`src/rtl/wb_pkg.sv`:
```
`default_nettype none
// ============================================================================
// Module      : wb_pkg
// Description : Shared constants for the writeback select stage: load-type
//               codes, FSM state encoding, default source indices and a
//               helper that sizes the memory wait counter.
// Revision    : 1.0 - initial release
// ============================================================================
package wb_pkg;

    // Load-type codes carried on in_load_type
    localparam logic [2:0] LT_LW  = 3'd0;
    localparam logic [2:0] LT_LB  = 3'd1;
    localparam logic [2:0] LT_LBU = 3'd2;
    localparam logic [2:0] LT_LH  = 3'd3;
    localparam logic [2:0] LT_LHU = 3'd4;

    // Stage FSM encoding
    localparam logic [0:0] ST_IDLE     = 1'b0;
    localparam logic [0:0] ST_WAIT_MEM = 1'b1;

    // Default result-source indices on the flattened source bus
    localparam int SRC_ALU = 0;
    localparam int SRC_MEM = 1;
    localparam int SRC_PC4 = 2;
    localparam int SRC_LUI = 3;

    // Width needed for a counter that must be able to hold 0..timeout
    function automatic int cnt_width(input int timeout);
        return (timeout < 1) ? 1 : $clog2(timeout + 1);
    endfunction

endpackage
`default_nettype wire

```
`src/rtl/load_extend.sv`:
```
`default_nettype none
// ============================================================================
// Module      : load_extend
// Description : Combinational little-endian sub-word extraction and sign/zero
//               extension of memory read data. Byte lanes are chosen by
//               addr_lo; halfwords by addr_lo[1] only, so a misaligned
//               halfword falls back to the aligned one below it.
//               Assumes DATA_W >= 32. Unknown load types pass data through.
// Revision    : 1.0 - initial release
// ============================================================================
module load_extend
    import wb_pkg::*;
#(
    parameter int DATA_W = 32
) (
    input  logic [2:0]        load_type,
    input  logic [1:0]        addr_lo,
    input  logic [DATA_W-1:0] data,
    output logic [DATA_W-1:0] ext
);

    logic [7:0]  w_byte;
    logic [15:0] w_half;

    // Pick the addressed byte/halfword, then extend it according to the load type
    always_comb begin
        case (addr_lo)
            2'd0:    w_byte = data[7:0];
            2'd1:    w_byte = data[15:8];
            2'd2:    w_byte = data[23:16];
            default: w_byte = data[31:24];
        endcase
        w_half = addr_lo[1] ? data[31:16] : data[15:0];

        case (load_type)
            LT_LB:   ext = {{(DATA_W-8){w_byte[7]}}, w_byte};
            LT_LBU:  ext = {{(DATA_W-8){1'b0}}, w_byte};
            LT_LH:   ext = {{(DATA_W-16){w_half[15]}}, w_half};
            LT_LHU:  ext = {{(DATA_W-16){1'b0}}, w_half};
            default: ext = data;
        endcase
    end

endmodule
`default_nettype wire

```
`src/rtl/wb_select_stage.sv`:
```
`default_nettype none
// ============================================================================
// Module      : wb_select_stage
// Description : Parametrised MIPS writeback stage. Selects one of NUM_SRC
//               result sources, waits on variable-latency memory reads via
//               mem_rvalid (with timeout), and drives a registered one-cycle
//               register-file write pulse.
//               Build option: define WB_LOAD_EXT_EN to enable sub-word load
//               extraction/extension (LB/LBU/LH/LHU); otherwise memory data is
//               written unmodified and in_load_type/in_addr_lo are ignored.
// Revision    : 1.0 - initial release
// ============================================================================
module wb_select_stage
    import wb_pkg::*;
#(
    parameter int DATA_W  = 32,
    parameter int NUM_SRC = 4,
    parameter int SEL_W   = 2,
    parameter int MEM_SEL = SRC_MEM,
    parameter int ADDR_W  = 5,
    parameter int TIMEOUT = 255
) (
    input  logic                      clk,
    input  logic                      rst,
    input  logic                      in_valid,
    output logic                      in_ready,
    input  logic [SEL_W-1:0]          in_sel,
    input  logic [NUM_SRC*DATA_W-1:0] in_src_data,
    input  logic                      in_reg_write,
    input  logic [ADDR_W-1:0]         in_rd,
    input  logic [2:0]                in_load_type,
    input  logic [1:0]                in_addr_lo,
    input  logic                      mem_rvalid,
    input  logic [DATA_W-1:0]         mem_rdata,
    output logic                      rf_we,
    output logic [ADDR_W-1:0]         rf_waddr,
    output logic [DATA_W-1:0]         rf_wdata,
    output logic                      busy,
    output logic                      err_timeout
);

    localparam int                  c_cnt_w    = cnt_width(TIMEOUT);
    localparam logic [c_cnt_w-1:0]  c_cnt_last = c_cnt_w'(TIMEOUT - 1);
    localparam logic [SEL_W-1:0]    c_mem_sel  = SEL_W'(MEM_SEL);

    logic [0:0]         r_state;
    logic [c_cnt_w-1:0] r_cnt;
    logic [ADDR_W-1:0]  r_rd;
    logic               r_reg_write;
    logic               r_we;
    logic [ADDR_W-1:0]  r_waddr;
    logic [DATA_W-1:0]  r_wdata;
    logic               r_err;

    logic               w_accept;
    logic               w_is_mem;
    logic               w_sel_ok;
    logic [31:0]        w_sel_ext;
    logic [DATA_W-1:0]  w_src;
    logic [DATA_W-1:0]  w_mem_data;
    logic               w_do_write;
    logic [ADDR_W-1:0]  w_wr_addr;
    logic [DATA_W-1:0]  w_wr_data;

    assign in_ready    = (r_state == ST_IDLE) && !rst;
    assign busy        = (r_state == ST_WAIT_MEM);
    assign rf_we       = r_we;
    assign rf_waddr    = r_waddr;
    assign rf_wdata    = r_wdata;
    assign err_timeout = r_err;

    assign w_accept  = in_valid && in_ready;
    assign w_is_mem  = (in_sel == c_mem_sel);
    assign w_sel_ext = 32'(in_sel);
    assign w_sel_ok  = (w_sel_ext < 32'(NUM_SRC));

    // Source mux; out-of-range selects yield zero and are never written
    always_comb begin
        w_src = '0;
        for (int k = 0; k < NUM_SRC; k++) begin
            if (w_sel_ext == 32'(k)) begin
                w_src = in_src_data[k*DATA_W +: DATA_W];
            end
        end
    end

`ifdef WB_LOAD_EXT_EN
    logic [2:0] r_load_type;
    logic [1:0] r_addr_lo;
    logic [2:0] w_ext_type;
    logic [1:0] w_ext_addr;

    // Same-cycle completions use the live request fields, waits use the captured ones
    assign w_ext_type = (r_state == ST_WAIT_MEM) ? r_load_type : in_load_type;
    assign w_ext_addr = (r_state == ST_WAIT_MEM) ? r_addr_lo   : in_addr_lo;

    load_extend #(
        .DATA_W   (DATA_W)
    ) u_load_extend (
        .load_type (w_ext_type),
        .addr_lo   (w_ext_addr),
        .data      (mem_rdata),
        .ext       (w_mem_data)
    );

    // Capture the sub-word request fields when a load has to wait
    always_ff @(posedge clk) begin
        if (rst) begin
            r_load_type <= LT_LW;
            r_addr_lo   <= 2'd0;
        end else if (w_accept && w_is_mem && !mem_rvalid) begin
            r_load_type <= in_load_type;
            r_addr_lo   <= in_addr_lo;
        end
    end
`else
    logic w_unused_ld;
    assign w_unused_ld = ^{in_load_type, in_addr_lo};
    assign w_mem_data  = mem_rdata;
`endif

    // Decide whether this cycle completes a register-file write, and with what
    always_comb begin
        w_do_write = 1'b0;
        w_wr_addr  = in_rd;
        w_wr_data  = w_src;
        case (r_state)
            ST_IDLE: begin
                if (w_accept) begin
                    if (w_is_mem) begin
                        if (mem_rvalid) begin
                            w_do_write = in_reg_write && (in_rd != '0);
                            w_wr_data  = w_mem_data;
                        end
                    end else if (w_sel_ok) begin
                        w_do_write = in_reg_write && (in_rd != '0);
                    end
                end
            end
            ST_WAIT_MEM: begin
                if (mem_rvalid) begin
                    w_do_write = r_reg_write && (r_rd != '0);
                    w_wr_addr  = r_rd;
                    w_wr_data  = w_mem_data;
                end
            end
            default: ;
        endcase
    end

    // Output register: one-cycle write pulse, address/data held between writes
    always_ff @(posedge clk) begin
        if (rst) begin
            r_we    <= 1'b0;
            r_waddr <= '0;
            r_wdata <= '0;
        end else begin
            r_we <= w_do_write;
            if (w_do_write) begin
                r_waddr <= w_wr_addr;
                r_wdata <= w_wr_data;
            end
        end
    end

    // Stage FSM: park in WAIT_MEM on an unanswered load until data or timeout
    always_ff @(posedge clk) begin
        if (rst) begin
            r_state     <= ST_IDLE;
            r_cnt       <= '0;
            r_rd        <= '0;
            r_reg_write <= 1'b0;
            r_err       <= 1'b0;
        end else begin
            case (r_state)
                ST_IDLE: begin
                    if (w_accept && w_is_mem && !mem_rvalid) begin
                        r_rd        <= in_rd;
                        r_reg_write <= in_reg_write;
                        r_cnt       <= '0;
                        r_state     <= ST_WAIT_MEM;
                    end
                end
                ST_WAIT_MEM: begin
                    if (mem_rvalid) begin
                        r_state <= ST_IDLE;
                    end else if (r_cnt == c_cnt_last) begin
                        r_err   <= 1'b1;
                        r_state <= ST_IDLE;
                    end else begin
                        r_cnt <= r_cnt + 1'b1;
                    end
                end
                default: r_state <= ST_IDLE;
            endcase
        end
    end

endmodule
`default_nettype wire

```
`config.mk`:
```
export PLATFORM = sky130hd
export DESIGN_NAME = wb_select_stage
export DESIGN_NICKNAME = d
export VERILOG_FILES = /design/src/rtl/wb_pkg.sv /design/src/rtl/load_extend.sv /design/src/rtl/wb_select_stage.sv
export SDC_FILE = /design/constraint.sdc
export NUM_CORES = 1
export LEC_CHECK = 0
export BUFFER_PORTS_ARGS = -buffer_cell sky130_fd_sc_hd__buf_2
export CORE_MARGIN = 5
export CORE_UTILIZATION = 44
export CTS_BUF_LIST = sky130_fd_sc_hd__clkbuf_2 sky130_fd_sc_hd__clkbuf_4 sky130_fd_sc_hd__clkbuf_8
export CTS_CLUSTER_DIAMETER = 100
export DETAILED_ROUTE_END_ITERATION = 8
export PLACE_DENSITY = 0.83
export RECOVER_POWER = 50
export SKIP_LAST_GASP = 1
export SLEW_MARGIN = 20
export SYNTH_ARGS = -nofsm -noshare
export SYNTH_HDL_FRONTEND = slang
export SYNTH_HIERARCHICAL = 1
export SYNTH_SLANG_ARGS = --single-unit
```
`constraint.sdc`:
```
create_clock -name clk -period 2.1 [get_ports clk]
set_input_delay 0.42 -clock clk [delete_from_list [all_inputs] [get_ports clk]]
set_output_delay 0.42 -clock clk [all_outputs]
set_load 0.01 [all_outputs]
```
==> impl_metrics.json <==
{
  "outcome": "completed",
  "grt_pass1_wl_um": 17840,
  "postCtsSetupRepairBufs": 0,
  "synthTopCellsByArea": "dfxtp_1, mux4_2, a311oi_2, nand2_1, nor3_1",
  "cts_hold_buf": 0,
  "nFillCells": 668,
  "die_w_um": 96.96,
  "synthAdderAreaFrac": 0.007522,
  "dr.pass1.iters": 4,
  "antenna_found_initial": 1,
  "path_cells": "buf_2, or4_1, o2111a_1, or2_2, buf_12, a311oi_1",
  "cts_resized": 0,
  "criticalPathCategory": "primary input to register",
  "grt_pass1_vias": 3732,
  "drc": 0,
  "startpoint_type": "primary input",
  "synth_top_cell_area_share": 0.3249,
  "overflow": 0,
  "ys_seq_area_frac": 0.3249,
  "yosys.area_share.simple": 0.2087,
  "netlist_area_mm2": 0.003327,
  "fp.coreArea_mm2": 0.007292,
  "grt_util_all_layers": 0.2284,
  "grt_max_degree": 49,
  "clkSinkCount": 54,
  "layout_worst_path_cycle_share": 0.9053,
  "hold_viol": 0,
  "end_kind": "register",
  "gp_congestion": 0.9358,
  "hp-class": "primary input to register",
  "finClkSkew_ns": 0.005109,
  "synth_area_per_cell_um2": 9.785,
  "first_iter_violations": 99,
  "synth-compound-area-share": 0.1628,
  "wl_per_cell_um": 17.84,
  "max_stage_delay_ns": 0.53,
  "synth_top_family_by_area": "multiplexers",
  "power_density_mw_per_mm2": 513.0,
  "htreeDepth": 2,
  "ys_async_sr_fraction": 0,
  "synth-xor-area-share": 0.01316,
  "period_minus_slack_ns": 1.901,
  "slew_headroom": 0.5902,
  "ioPinCount": 218,
  "multi_input_area_mm2": 0.002101,
  "p_leak_nw": 1.921,
  "cts_made_buffers": 5,
  "slew_viol_final": 0,
  "yosysWarnings": 6,
  "cts_root_buf": "clkbuf_8",
  "cts_tree": "done",
  "critical_path_buf_inv_count": 2,
  "final_common_cell": "buf_2",
  "start_util": 0.4562,
  "crit_slowest_cell": "or4_1",
  "worst_pin_slew_ns": 0.6147,
  "drv_cap": 0,
  "syn_inst": 340,
  "ant_nets": 0,
  "synth.net_count": 519,
  "ir_drop_mv": 0.2753,
  "finish.utilization": 0.6328,
  "required_ns": 2.31,
  "nets": 719,
  "fmax_mhz": 526.0,
  "post_drt_via_cell_ratio": 5.604,
  "cp_top_family": "simple AND/OR/NAND/NOR gates",
  "clock_latency_ns": 0.30,
  "tns_ns": 0,
  "cp_max_fo": 23,
  "crit_arrival_ns": 2.11,
  "drive_gt1_frac": 0.4611,
  "synth-seq-cells": 54,
  "rows": 31,
  "layout_common_cells": "buf_2, nand2_1, dfxtp_1",
  "wirelength_um": 11400,
  "hpwl_um": 8981,
  "yosysTopAreaCell": "dfxtp_1",
  "rsz0062_at_grt": "no",
  "antennaDiodeCount": 0,
  "synth_cell_types": 38,
  "design.die.area_mm2": 0.009400,
  "io_buffer_count": 212,
  "setup_violations": 0,
  "register_area_mm2": 0.001081,
  "muxShareOfSynthArea": 0.2347,
  "synthFlopType": "dfxtp_1",
  "clkTransAtPathRegs_ns": 0.09,
  "synth_edf_count": 0,
  "die_h_um": 96.96,
  "syn_to_final_growth_pct": 38.70,
  "via_count": 3581,
  "cts_max_path_buffers": 2
}
[layer usage]
metal	wire length (um)	share of wire	track usage	up-vias
met1	4453	0.39	0.2668	1700
met4	211	0.019	0.06156	2
met2	5941	0.52	0.4172	161
met3	781	0.069	0.05180	22
met5	11	0.00096	0	-
li1	-	-	-	1696
[path summary, 6_finish.rpt]
kind | startpoint | end | slack (ns) | depth (start not counted)
setup / recovery | in_rd[1] | rf_wdata[20] | 0.20 | 6
setup reg to reg | r_cnt[0] | r_cnt[5] | 0.32 | 6
hold reg to reg | err_timeout | err_timeout | 0.49 | 2
hold / removal | rst | err_timeout | 0.34 | 2
[state kept, by name (all words and copies together) (netlist names)]
name,count
r_rd,5
r_cnt,8
rf_we,1
err_timeout,1
busy,1
r_reg_write,1
rf_wdata,32
rf_waddr,5
[cell type report]
type,instances,area share
well taps,99,0.02684
clock buffers,6,0.01790
flip-flops and latches,54,0.2343
multi-input cells,250,0.4553
inverters,1,0.0008134
repair buffers,228,0.2584
clock inverters,1,0.006508
[cells in the mapped netlist, types with 2 or more instances]
master / n
a211oi_1: 2
a21oi_1: 5
a311oi_1: 18
a311oi_2: 19
buf_1: 3
buf_2: 5
buf_6: 2
clkbuf_1: 24
dfxtp_1: 54
ha_1: 2
mux2i_1: 6
mux4_2: 32
nand2_1: 72
nand2b_1: 4
nand3_1: 12
nand4_1: 2
nor2_1: 14
nor2b_1: 2
nor3_1: 38
o21ai_1: 2
or4_1: 2
xnor2_1: 3
xor2_1: 2
[through the flow]
step | hold slack [ns] | cells | cell area [um^2] | setup slack [ns] | total power [W]
after floorplan | 0.4611 | 340 | 3327 | 0.1417 | 0.001426
after global placement | 0.4501 | 632 | 4553 | -0.06598 | 0.001676
after detailed placement | 0.4767 | 632 | 4553 | -0.1126 | 0.001693
after CTS | 0.3311 | 639 | 4666 | 0.2056 | 0.002397
after global routing | 0.3443 | 639 | 4614 | 0.1273 | 0.002481
final | 0.3400 | 639 | 4614 | 0.1989 | 0.002367
[where the power goes]
group / total [W] / switching (W) / internal, W / leakage (nW)
sequential: 0.00108 / 0.0000211 / 0.00106 / 0.439
clock: 0.000709 / 0.000327 / 0.000382 / 0.0573
combinational: 0.000575 / 0.000260 / 0.000314 / 1.42
[kinds of logic after synthesis]
family,count (synthesis)
xor gates and xnor gates,5
and+or+nand+nor,153
AOI/OAI and AO/OA,52
muxes,38
buffers and inverters,36
adders and majority gates,2
DFF,54
No activity file was read; power rests on OpenSTA's default activity.
